[config.mk]
export PLATFORM = sky130hd
export DESIGN_NAME = instruction_fetcher
export DESIGN_NICKNAME = d
export VERILOG_FILES = /design/src/rtl/instruction_fetcher_pkg.sv /design/src/rtl/branch_predictor_static.sv /design/src/rtl/instruction_fetcher.sv
export SDC_FILE = /design/constraint.sdc
export NUM_CORES = 1
export LEC_CHECK = 0
export BUFFER_PORTS_ARGS = -buffer_cell sky130_fd_sc_hd__buf_2
export CAP_MARGIN = 20
export CORE_MARGIN = 3
export CORE_UTILIZATION = 38
export DETAILED_ROUTE_END_ITERATION = 10
export PLACE_DENSITY = 0.67
export SLEW_MARGIN = 20
export SYNTH_ARGS = -nofsm -noshare
export SYNTH_HDL_FRONTEND = slang
export SYNTH_SLANG_ARGS = --single-unit
[constraint.sdc]
create_clock -name clk_in -period 10.41 [get_ports clk_in]
set_input_delay 2.082 -clock clk_in [delete_from_list [all_inputs] [get_ports clk_in]]
set_output_delay 2.082 -clock clk_in [all_outputs]
set_load 0.05 [all_outputs]
[src/rtl/instruction_fetcher_pkg.sv]
// rtl/instruction_fetcher_pkg.sv - shared opcode constants, reset PC and prediction helpers for the fetcher
//
// Contents:
//   RESET_PC_DEFAULT  default architectural fetch PC after reset
//   OPC_*             RV32 major opcodes the static predictor recognises
//   pred_kind_e       which next-PC rule applies to an instruction
//   classify          maps (opcode, immediate sign) to a pred_kind_e
package instruction_fetcher_pkg;

    localparam int          XLEN_DEFAULT     = 32;
    localparam logic [31:0] RESET_PC_DEFAULT = 32'h0000_0000;

    localparam logic [6:0] OPC_JAL    = 7'b1101111;
    localparam logic [6:0] OPC_BRANCH = 7'b1100011;
    localparam logic [6:0] OPC_JALR   = 7'b1100111;

    typedef enum logic [1:0] {
        PRED_FALLTHROUGH = 2'd0,
        PRED_JUMP        = 2'd1,
        PRED_BRANCH_BACK = 2'd2
    } pred_kind_e;

    // imm_sign is inst[31], which is the sign bit of both the J and B immediates.
    function automatic pred_kind_e classify(input logic [6:0] opcode, input logic imm_sign);
        pred_kind_e kind;
        kind = PRED_FALLTHROUGH;
        case (opcode)
            OPC_JAL:    kind = PRED_JUMP;
            OPC_BRANCH: kind = imm_sign ? PRED_BRANCH_BACK : PRED_FALLTHROUGH;
            // Register-indirect targets are unknown at fetch, so JALR falls through.
            OPC_JALR:   kind = PRED_FALLTHROUGH;
            default:    kind = PRED_FALLTHROUGH;
        endcase
        return kind;
    endfunction

endpackage

[src/rtl/branch_predictor_static.sv]
// rtl/branch_predictor_static.sv - combinational static next-PC predictor (JAL taken, backward branches taken)
//
// Ports:
//   pc          PC of the instruction being predicted
//   inst        decompressed 32-bit instruction at pc
//   compressed  original encoding was 16-bit (fallthrough is pc+2 instead of pc+4)
//   pred_pc     predicted next PC, 32-bit wraparound
module branch_predictor_static
    import instruction_fetcher_pkg::*;
#(
    parameter int XLEN = XLEN_DEFAULT
) (
    input  logic [XLEN-1:0] pc,
    input  logic [XLEN-1:0] inst,
    input  logic            compressed,
    output logic [XLEN-1:0] pred_pc
);

    logic [XLEN-1:0] j_imm;
    logic [XLEN-1:0] b_imm;
    logic [XLEN-1:0] fallthrough;
    pred_kind_e      kind;

    // Immediates are sign-extended from inst[31] (imm[20] for J, imm[12] for B).
    assign j_imm = {{(XLEN-20){inst[31]}}, inst[19:12], inst[20], inst[30:21], 1'b0};
    assign b_imm = {{(XLEN-12){inst[31]}}, inst[7], inst[30:25], inst[11:8], 1'b0};

    assign fallthrough = pc + (compressed ? XLEN'(2) : XLEN'(4));
    assign kind        = classify(inst[6:0], inst[31]);

    always_comb begin
        pred_pc = fallthrough;
        case (kind)
            PRED_JUMP:        pred_pc = pc + j_imm;
            PRED_BRANCH_BACK: pred_pc = pc + b_imm;
            default:          pred_pc = fallthrough;
        endcase
    end

endmodule

[src/rtl/instruction_fetcher.sv]
// rtl/instruction_fetcher.sv - fetch PC owner between icache and decode with static prediction and redirect
//
// Ports:
//   clk_in, rst_in            clock, synchronous active-high reset
//   icache_req_pc             PC requested from the icache (the pc register)
//   icache_inst/valid/compressed  response to the previous cycle's request
//   redirect_en, redirect_pc  flush and restart fetch at redirect_pc (bit 0 forced to 0)
//   out_valid/out_ready       one-entry output register handshake to decode
//   out_inst, out_pc, out_pred_pc, out_compressed  captured instruction and its PCs
module instruction_fetcher
    import instruction_fetcher_pkg::*;
#(
    parameter int              XLEN     = XLEN_DEFAULT,
    parameter logic [XLEN-1:0] RESET_PC = XLEN'(RESET_PC_DEFAULT)
) (
    input  logic            clk_in,
    input  logic            rst_in,
    output logic [XLEN-1:0] icache_req_pc,
    input  logic [XLEN-1:0] icache_inst,
    input  logic            icache_valid,
    input  logic            icache_compressed,
    input  logic            redirect_en,
    input  logic [XLEN-1:0] redirect_pc,
    output logic            out_valid,
    input  logic            out_ready,
    output logic [XLEN-1:0] out_inst,
    output logic [XLEN-1:0] out_pc,
    output logic [XLEN-1:0] out_pred_pc,
    output logic            out_compressed
);

    logic [XLEN-1:0] pc_q, pc_d;
    logic            pc_stable_q, pc_stable_d;
    logic            out_valid_q, out_valid_d;
    logic [XLEN-1:0] out_inst_q, out_inst_d;
    logic [XLEN-1:0] out_pc_q, out_pc_d;
    logic [XLEN-1:0] out_pred_pc_q, out_pred_pc_d;
    logic            out_compressed_q, out_compressed_d;

    logic [XLEN-1:0] pred_pc;
    logic            accept;

    branch_predictor_static #(
        .XLEN (XLEN)
    ) u_bpred (
        .pc         (pc_q),
        .inst       (icache_inst),
        .compressed (icache_compressed),
        .pred_pc    (pred_pc)
    );

    // The icache answers last cycle's request, so its data only matches pc_q
    // when pc_q did not move on the previous edge.
    assign accept = pc_stable_q & icache_valid & (~out_valid_q | out_ready) & ~redirect_en;

    always_comb begin
        pc_d             = pc_q;
        pc_stable_d      = 1'b1;
        out_valid_d      = out_valid_q;
        out_inst_d       = out_inst_q;
        out_pc_d         = out_pc_q;
        out_pred_pc_d    = out_pred_pc_q;
        out_compressed_d = out_compressed_q;

        if (redirect_en) begin
            // Masking rather than slicing keeps every redirect_pc bit in use.
            pc_d        = redirect_pc & ~XLEN'(1);
            pc_stable_d = 1'b0;
            out_valid_d = 1'b0;
        end else if (accept) begin
            pc_d             = pred_pc;
            pc_stable_d      = 1'b0;
            out_valid_d      = 1'b1;
            out_inst_d       = icache_inst;
            out_pc_d         = pc_q;
            out_pred_pc_d    = pred_pc;
            out_compressed_d = icache_compressed;
        end else if (out_ready) begin
            out_valid_d = 1'b0;
        end
    end

    always_ff @(posedge clk_in) begin
        if (rst_in) begin
            pc_q             <= RESET_PC;
            pc_stable_q      <= 1'b0;
            out_valid_q      <= 1'b0;
            out_inst_q       <= '0;
            out_pc_q         <= '0;
            out_pred_pc_q    <= '0;
            out_compressed_q <= 1'b0;
        end else begin
            pc_q             <= pc_d;
            pc_stable_q      <= pc_stable_d;
            out_valid_q      <= out_valid_d;
            out_inst_q       <= out_inst_d;
            out_pc_q         <= out_pc_d;
            out_pred_pc_q    <= out_pred_pc_d;
            out_compressed_q <= out_compressed_d;
        end
    end

    assign icache_req_pc  = pc_q;
    assign out_valid      = out_valid_q;
    assign out_inst       = out_inst_q;
    assign out_pc         = out_pc_q;
    assign out_pred_pc    = out_pred_pc_q;
    assign out_compressed = out_compressed_q;

endmodule
# [Word level (Yosys, flattened, before mapping)]
# Index checks and enable logic that the tools add are counted.
[op_classes] n_lt_le_gt_ge=0 n_eq_ne=4 add_sub_neg=3 shift=0 bitwise_logic=6 mux=9 n_reduce_logical=4 multipliers=0 div_mod_pow=0
[op_table] cell="$add A32 B32 Y32" count=3
[op_table] cell="$mux W32" count=2
[op_table] cell="$pmux W32 S2" count=1
[op_table] cell="$eq A7 B7 Y1 const B" count=2
[op_table] cell="$pmux W2 S2" count=1
[op_table] cell="$reduce_bool A2 Y1" count=2
[op_table] cell="$and A1 B1 Y1" count=3
[op_table] cell="$mux W1" count=3
[op_table] cell="$mux W3" count=1
[op_table] cell="$eq A2 B1 Y1 const B" count=1
[op_table] cell="$eq A2 B2 Y1 const B" count=1
[op_table] cell="$mux W2" count=1
[op_table] cell="$not A1 Y1" count=2
[op_table] cell="$reduce_and A2 Y1" count=1
[op_table] cell="$reduce_or A2 Y1" count=1
[op_table] cell="$or A1 B1 Y1" count=1
[word_totals] elab_cells=34 mem_count=0 mem_bits_ro=0 mem_bits_rw=0 register_bits=131 output_inout_bits=130 input_bits=70 latchBits=0

# [Longest topological paths before layout]
# Gate-level depths: netlist (run 1).
[depth] depth_word=6 mapped_depth=17

# [Modules after synthesis]
# A second synthesis (run 1) with hierarchy kept.
[hier_totals] cells_unflattened=786 area_unflattened_um2=6993.0
[modules_own_cells] module="instruction_fetcher" seq_area_each_um2=2622.5 n_inst=1 cells_per_inst=503 area_each_um2=5056.1
[modules_own_cells] module="branch_predictor_static" seq_area_each_um2=0.0 n_inst=1 cells_per_inst=283 area_each_um2=1936.9

# [Worst setup path before layout (run 1)]
# No wires, ideal clock.
[synth_timing] path_kind="input port to flip-flop" start="input icache_inst[1]" end="register pc_q[29] (netlist: icache_req_pc[29])" setup_time_ns=0.103 t_arrival_ns=5.204 t_required_ns=10.307 path_slack_ns=5.102 path_buffers=1 path_stages=17 cell_sequence="nand4_1 nor2_1 and3_1 ha_1 buf_1 mux2i_1 o21ai_0 ha_1 inv_1 fa_1 nand2b_1 a21o_1 a31oi_4 a41o_4 a31oi_4 xor2_1 a2111oi_2"
[synth_via] elab_chain_len=6 word_cells_on_any_way=8
[synth_lines] item="start, declared" line_no="instruction_fetcher.sv:19" text="input logic [XLEN-1:0] icache_inst,"
[synth_lines] item="$eq A7 B7 Y1" line_no="instruction_fetcher_pkg.sv:27" text="case (opcode)"
[synth_lines] item="$pmux W2 S2 *" line_no="instruction_fetcher_pkg.sv:27"
[synth_lines] item="$eq A2 B2 Y1 / $eq A2 B1 Y1 (equally long branches)" line_no="branch_predictor_static.sv:33" text="case (kind)"
[synth_lines] item="$pmux W32 S2 *" line_no="branch_predictor_static.sv:33"
[synth_lines] item="$mux W32 *" line_no="instruction_fetcher.sv:70" text="end else if (accept) begin"
[synth_lines] item="$mux W32 *" line_no="instruction_fetcher.sv:65" text="if (redirect_en) begin"
[synth_lines] item="end signal, assigned" line_no="instruction_fetcher.sv:93" text="pc_q <= pc_d;"
[synth_lines] item="end, declared" line_no="instruction_fetcher.sv:32" text="logic [XLEN-1:0] pc_q, pc_d;"
# Mark *: on every way between the ends. The rest lies on a longest branch, timed or not. The select of a mux whose other input is x is not followed.
# A chain may end at the register's enable or synchronous reset.

# [Worst setup path in the final report (run 1)]
[layout_timing] start="input icache_inst[6]" end="register pc_q[28] (netlist: icache_req_pc[28])"
# The elaborated chain is that of the path after synthesis.

==> out/metrics.yaml, run 1 <==
power_density_nw_per_um2: 153
fmax_ghz: 0.173
synth_area_leaders: "dfxtp_1 37%, nand2_1 12%, a21oi_1 11%"
row_count: 48
worstMarginPinSlew_ps: 819
firstDrtPassIters: 6
status: "finished, final reports clean"
dr.first_iter.drc_count: 485
rsz0062_at_grt: "no"
netlist_area_um2: 6850
numCtsBuffers: 17
fillers: 1779
path_max_fanout: 22
die_w_um: 140
p_leak_nw: 3.73
grt_pass1_wl_um: 36400
arrival_ps: 6040
cts_tree: "done"
setup_viol: 0
portBuffers: 195
skew_ps: 8.59
final_nets: 1163
synth_edf_count: 0
grt_overflow: 0
dieArea_um2: 19700
max_slew_margin_pct: 45.4
synth_cells: 901
required_ps: 10680
hold_viol: 0
synth_most_common_cell: "nand2_1"
yosys_warnings: 0
synth_cell_types: 63
grt_usage_pct: 23.0
ant_nets: 0
antenna_found_initial: 1
post-cts-setup-buffer-count: 0
seq_area_frac_synth_pct: 37.4
synth_area_per_cell_um2: 7.60
hold_class: "register to register"
fin_tns_setup_ps: 0
critPathMaxStageDelay_ps: 830
place_area_um2: 7920
synth-async-reset-ratio_pct: 0
num_vias: 7061
end_kind: "register"
dp_slack_ps: 4020
grt_pass1_vias: 6515
stdcell_area_um2: 8520
drive_gt1_share_pct: 23.0
slew_violations: 0
post-dp-hpwl_um: 16400
path_class: "input pin to register"
routed_wl_um: 23000
ioPinCount: 200
drc: 0
clk_pin_slew_worst_paths_ps: 60
cts_resized: 0
avgRoutedWirePerCell_um: 17.7
grt_max_degree: 71
synthTopCellsByCount: "219 x nand2_1, 148 x a21oi_1, 128 x dfxtp_1"
clk_latency_ps: 420
ir_drop_v: 0.000108
ctsHoldBuffers: 0
final_core_util_pct: 48.8
setup_ws_ps: 4650
drv_cap: 0
start_util_pct: 39.2
crit_path_cell_trace: "buf_2 > nand4_1 > nor2_1 > nand3_1 > ha_1 > a211oi_1 > a21oi_1 > ha_1 > a211oi_1 > o211ai_1 > a41oi_1 > nor2_1 > a41oi_1 > xor2_1 > o22ai_1"
cts.sinks: 128
start_kind: "input pin"
synth.top_cell.area_share_pct: 37.4
syn2layout_area_growth_pct: 24.4
cts-root-buf: "clkbuf_16"
gp_congestion: 0.924
slowest_stage: "ha_1"
core_area_um2: 17500
clock_path_buffers: 2
antenna_cells: 0
ys_seq_elements: 128
synthFlopType: "dfxtp_1"
path_delay_family: "compound AO/OA/AOI/OAI gates"
min_period_ps: 5760
worst-path-buf-inv: 1
avgViaCountPerCell: 5.44
die_h_um: 140
htree_levels: 4
yosysTopAreaCell: "dfxtp_1"
min_period_over_period_pct: 55.4
## cells in the final DEF (no fill, tap or decap), types with 11 or more instances in the layout
master,n
nor2_1,40
a21oi_1,148
xnor2_1,11
nand2b_1,11
o21ai_0,15
o21ai_1,11
inv_1,16
o211ai_1,14
nand2_1,219
ha_1,31
nor3_1,14
buf_2,194
nand3_1,16
clkbuf_16,17
and3_1,13
dfxtp_1,128
## through the flow
stage	power [mW]	hold WS (ps)	instances
2_1_floorplan	0.644	488	903
3_3_place_gp	0.696	430	1267
3_5_place_dp	0.697	440	1267
4_1_cts	1.32	450	1298
5_1_grt	1.35	464	1298
6_report	1.30	449	1298
## per-layer routing
metal / vias up / GRT usage [%] / wire, µm
li1: 3487 / - / -
met1: 3284 / 32.8 / 10800
met2: 259 / 33.9 / 9920
met3: 29 / 6.11 / 1880
met4: 2 / 7.09 / 386
met5: - / 0 / 11
## path summary, 6_finish.rpt
kind                                     to                          start  slack, ps  cells past startpoint
max          icache_req_pc[28]$_SDFFE_PP0P_                 icache_inst[6]       4650                     15
min                out_inst[5]$_SDFFE_PP0P_       out_inst[5]$_SDFFE_PP0P_        450                      2
max reg2reg  icache_req_pc[29]$_SDFFE_PP0P_  icache_req_pc[1]$_SDFFE_PP0P_       7590                     10
min reg2reg        out_inst[5]$_SDFFE_PP0P_       out_inst[5]$_SDFFE_PP0P_        450                      2
## logic make-up after synthesis
family / share of synthesized area, %
and+or+nand+nor: 23.7
AOI/OAI and AO/OA: 24.5
xor gates and xnor gates: 2.68
muxes: 0.895
other: 0.0547
DFF: 37.4
adders and majority gates: 5.95
buffers and inverters: 4.80
## registers in the layout, summed over array words and instances, names as in the netlist
name            cells
out_valid           1
out_pred_pc        31
pc_stable_q         1
out_inst           32
out_pc             31
out_compressed      1
icache_req_pc      31
## tightest hold or removal path, delay by kind of cell, from the launching register on
kind             cells  cell delay [ps]
AND/OR/NAND/NOR      1               50
AO/OA/AOI/OAI        1               50
flip-flops           1              300
## report_power, final
part / leakage, nW / internal (mW) / switching, mW / total (mW)
logic: 2.41 / 0.0475 / 0.122 / 0.170
clock network: 0.278 / 0.388 / 0.228 / 0.616
registers: 1.04 / 0.504 / 0.0136 / 0.517
total: 3.73 / 0.939 / 0.364 / 1.30
## area by class of cell
type	instances	area (µm²)	area share [%]
clock buffer	22	464	5.45
clock inverter	9	134	1.57
inverter	16	60.1	0.705
multi-input combinational	694	3980	46.6
sequential	128	2560	30.1
tap	225	282	3.30
timing repair buffer	204	1050	12.3
(Power assumes the default switching activity.)
==> run 2: changes to the inputs <==
--- a/config.mk
+++ b/config.mk
@@ -10,7 +10,7 @@
 export CORE_MARGIN = 3
 export CORE_UTILIZATION = 38
 export DETAILED_ROUTE_END_ITERATION = 10
-export PLACE_DENSITY = 0.67
+export PLACE_DENSITY = 0.69
 export SLEW_MARGIN = 20
 export SYNTH_ARGS = -nofsm -noshare
 export SYNTH_HDL_FRONTEND = slang
==> constraint.sdc (replaced) <==
create_clock -name clk_in -period 4.8 [get_ports clk_in]
set_input_delay 0.96 -clock clk_in [delete_from_list [all_inputs] [get_ports clk_in]]
set_output_delay 0.96 -clock clk_in [all_outputs]
set_load 0.05 [all_outputs]
==> run 2 against run 1 <==
- global-route usage is 0.29 points lower
- combinational power is 120% higher
- wire length is 0.20% lower
- final area is 0.45% higher
- sequential power is 120% higher
- worst setup slack worse by 4100 ps
- register-to-register slack worse by 5600 ps
- hold slack worse by 1.4 ps
- first-iteration DRC count is 13% lower
==> out/metrics.yaml, run 2 (synthesized netlist as in run 1, its figures left out) <==
die_h_um: 140  # unchanged
start_util_pct: 39.2  # unchanged
worst-path-buf-inv: 2  # was 1
path_delay_family: "compound AO/OA/AOI/OAI gates"  # unchanged
ioPinCount: 200  # unchanged
hold-path-endpoint: "out_pc[21]$_SDFFE_PP0P_"  # was out_inst[5]$_SDFFE_PP0P_
status: "finished, final reports clean"  # unchanged
clk_latency_ps: 420  # about the same
cts-root-buf: "clkbuf_16"  # unchanged
mostFrequentLayoutCell: "nand2_1"  # unchanged
cts_resized: 0  # unchanged
drive_gt1_share_pct: 23.4  # was 23.0%
clock_path_buffers: 2  # unchanged
start_kind: "input pin"  # unchanged
grt_max_degree: 97  # was 71
die_w_um: 140  # unchanged
largest_reg_flops: 32  # unchanged
r2r_cells: 10  # unchanged
hold_class: "register to register"  # unchanged
crit_path_cell_trace: "buf_2 > nand4_1 > nor2_1 > nand3_1 > ha_1 > o21ai_0 > ha_1 > inv_1 > fa_1 > nand2b_1 > a21o_1 > a31oi_4 > a41o_4 > a31oi_4 > xor2_1 > a2111oi_2"  # was buf_2 > nand4_1 > nor2_1 > nand3_1 > ha_1 > a211oi_1 > a21oi_1 > ha_1 > a211oi_1 > o211ai_1 > a41oi_1 > nor2_1 > a41oi_1 > xor2_1 > o22ai_1
path_class: "input pin to register"  # unchanged
cts_tree: "done"  # unchanged
setup_viol: 0  # unchanged
ir_drop_v: 0.000245  # was 0.000108 V
grt_pass1_vias: 6479  # was 6,515
end_kind: "register"  # unchanged
grt_overflow: 0  # unchanged
holdPathStages: 2  # unchanged
final_cell_mix: "219 x nand2_1, 194 x buf_2, 148 x a21oi_1"  # unchanged
slew_violations: 0  # unchanged
drc: 0  # unchanged
grt_usage_pct: 22.7  # was 23.0%
post-dp-hpwl_um: 16600  # was 16,400 µm
required_ps: 5110  # was 10,680 ps
fin_tns_setup_ps: 0  # unchanged
arrival_ps: 4530  # was 6040 ps
antenna_found_initial: 0  # was 1
critPathMaxStageDelay_ps: 420  # was 830 ps
dp_slack_ps: 235  # was 4020 ps
ctsHoldBuffers: 0  # unchanged
max_slew_margin_pct: 29.5  # was 45.4%
power_density_nw_per_um2: 313  # was 153 nW/µm²
portBuffers: 195  # unchanged
syn2layout_area_growth_pct: 25.0  # was 24.4%
firstDrtPassIters: 5  # was 6
reg2reg_slack_ps: 2020  # was 7590 ps
routed_wl_um: 22900  # was 23,000 µm
clk_pin_slew_worst_paths_ps: 50  # was 60 ps
slowest_stage: "o21ai_0"  # was ha_1
cts.sinks: 128  # unchanged
grt_pass1_wl_um: 35700  # was 36,400 µm
post-cts-setup-buffer-count: 0  # unchanged
ant_nets: 0  # unchanged
regToRegStartpoint: "icache_req_pc[1]$_SDFFE_PP0P_"  # unchanged
p_leak_nw: 3.77  # was 3.73 nW
numCtsBuffers: 17  # unchanged
final_nets: 1174  # was 1,163
rsz0062_at_grt: "no"  # unchanged
avgViaCountPerCell: 5.44  # about the same
hold_viol: 0  # unchanged
row_count: 48  # unchanged
num_vias: 7115  # was 7,061
skew_ps: 11.6  # was 8.59 ps
min_period_over_period_pct: 87.9
path_max_fanout: 6  # was 22
htree_levels: 4  # unchanged
hp-start: "out_pc[21]$_SDFFE_PP0P_"  # was out_inst[5]$_SDFFE_PP0P_
setup_ws_ps: 580  # was 4650 ps
dieArea_um2: 19700  # unchanged
p_total_mw: 2.68  # was 1.30 mW
fmax_ghz: 0.237
dr.first_iter.drc_count: 423  # was 485
worstMarginPinSlew_ps: 1060  # was 819 ps
antenna_cells: 0  # unchanged
avgRoutedWirePerCell_um: 17.5  # was 17.7 µm
drv_cap: 0  # unchanged
min_period_ps: 4220
gp_congestion: 0.886  # was 0.924
r2r_end: "icache_req_pc[29]$_SDFFE_PP0P_"  # unchanged
core_area_um2: 17500  # unchanged
==> run 2: cell count changes in the layout (fill, tap and decap cells not counted), sizes merged <==
cell	delta
buf	+11
bufinv	-2
clkbuf	+2
clkinv	+3
clkinvlp	-3
==> run 2: how the worst max path moves through the flow <==
stage                         from                        endpoint  cells after the start
floorplan           icache_inst[1]  icache_req_pc[29]$_SDFFE_PP0P_                     17
global placement    icache_inst[6]  icache_req_pc[29]$_SDFFE_PP0P_                     16
detailed placement  icache_inst[6]  icache_req_pc[29]$_SDFFE_PP0P_                     16
CTS                 icache_inst[6]  icache_req_pc[29]$_SDFFE_PP0P_                     16
global route        icache_inst[6]  icache_req_pc[29]$_SDFFE_PP0P_                     16
finish              icache_inst[6]  icache_req_pc[29]$_SDFFE_PP0P_                     16
==> run 2: power by group <==
| group | total, mW | switching, mW | internal (mW) |
|---|---|---|---|
| Clock | 1.19 | 0.469 | 0.717 |
| Combinational | 0.374 | 0.267 | 0.107 |
| Sequential | 1.12 | 0.0296 | 1.09 |
==> run 2: tightest hold or removal path: stages, from the launching register on <==
cell,delay (ps)
dfxtp_1,300
nand2_1,50
a21oi_1,50
==> run 2: stage by stage <==
stage	instance area (µm²)	cells	hold WS [ps]	util, %
after detailed placement	8010	1277	441	45.8
after global placement	8010	1277	431	45.8
after global routing	8560	1309	464	49.0
final	8560	1309	448	49.0
after CTS	8540	1308	451	48.8
after floorplan	6860	903	488	-
==> run 2: routing by layer <==
metal  share of wire (%)  GRT usage [%]
met2                  44           34.5
met5                   0              0
met1                  45           31.8
met4                 1.1           5.76
met3                 9.4           6.56
==> run 2: cell type report <==
class,instances,area [µm²]
Sequential cell,128,2560
Multi-Input combinational cell,694,3970
Clock buffer,24,462
Tap cell,225,282
Inverter,16,60.1
Fill cell,1779,8910
Clock inverter,7,62.6
Timing Repair Buffer,215,1160
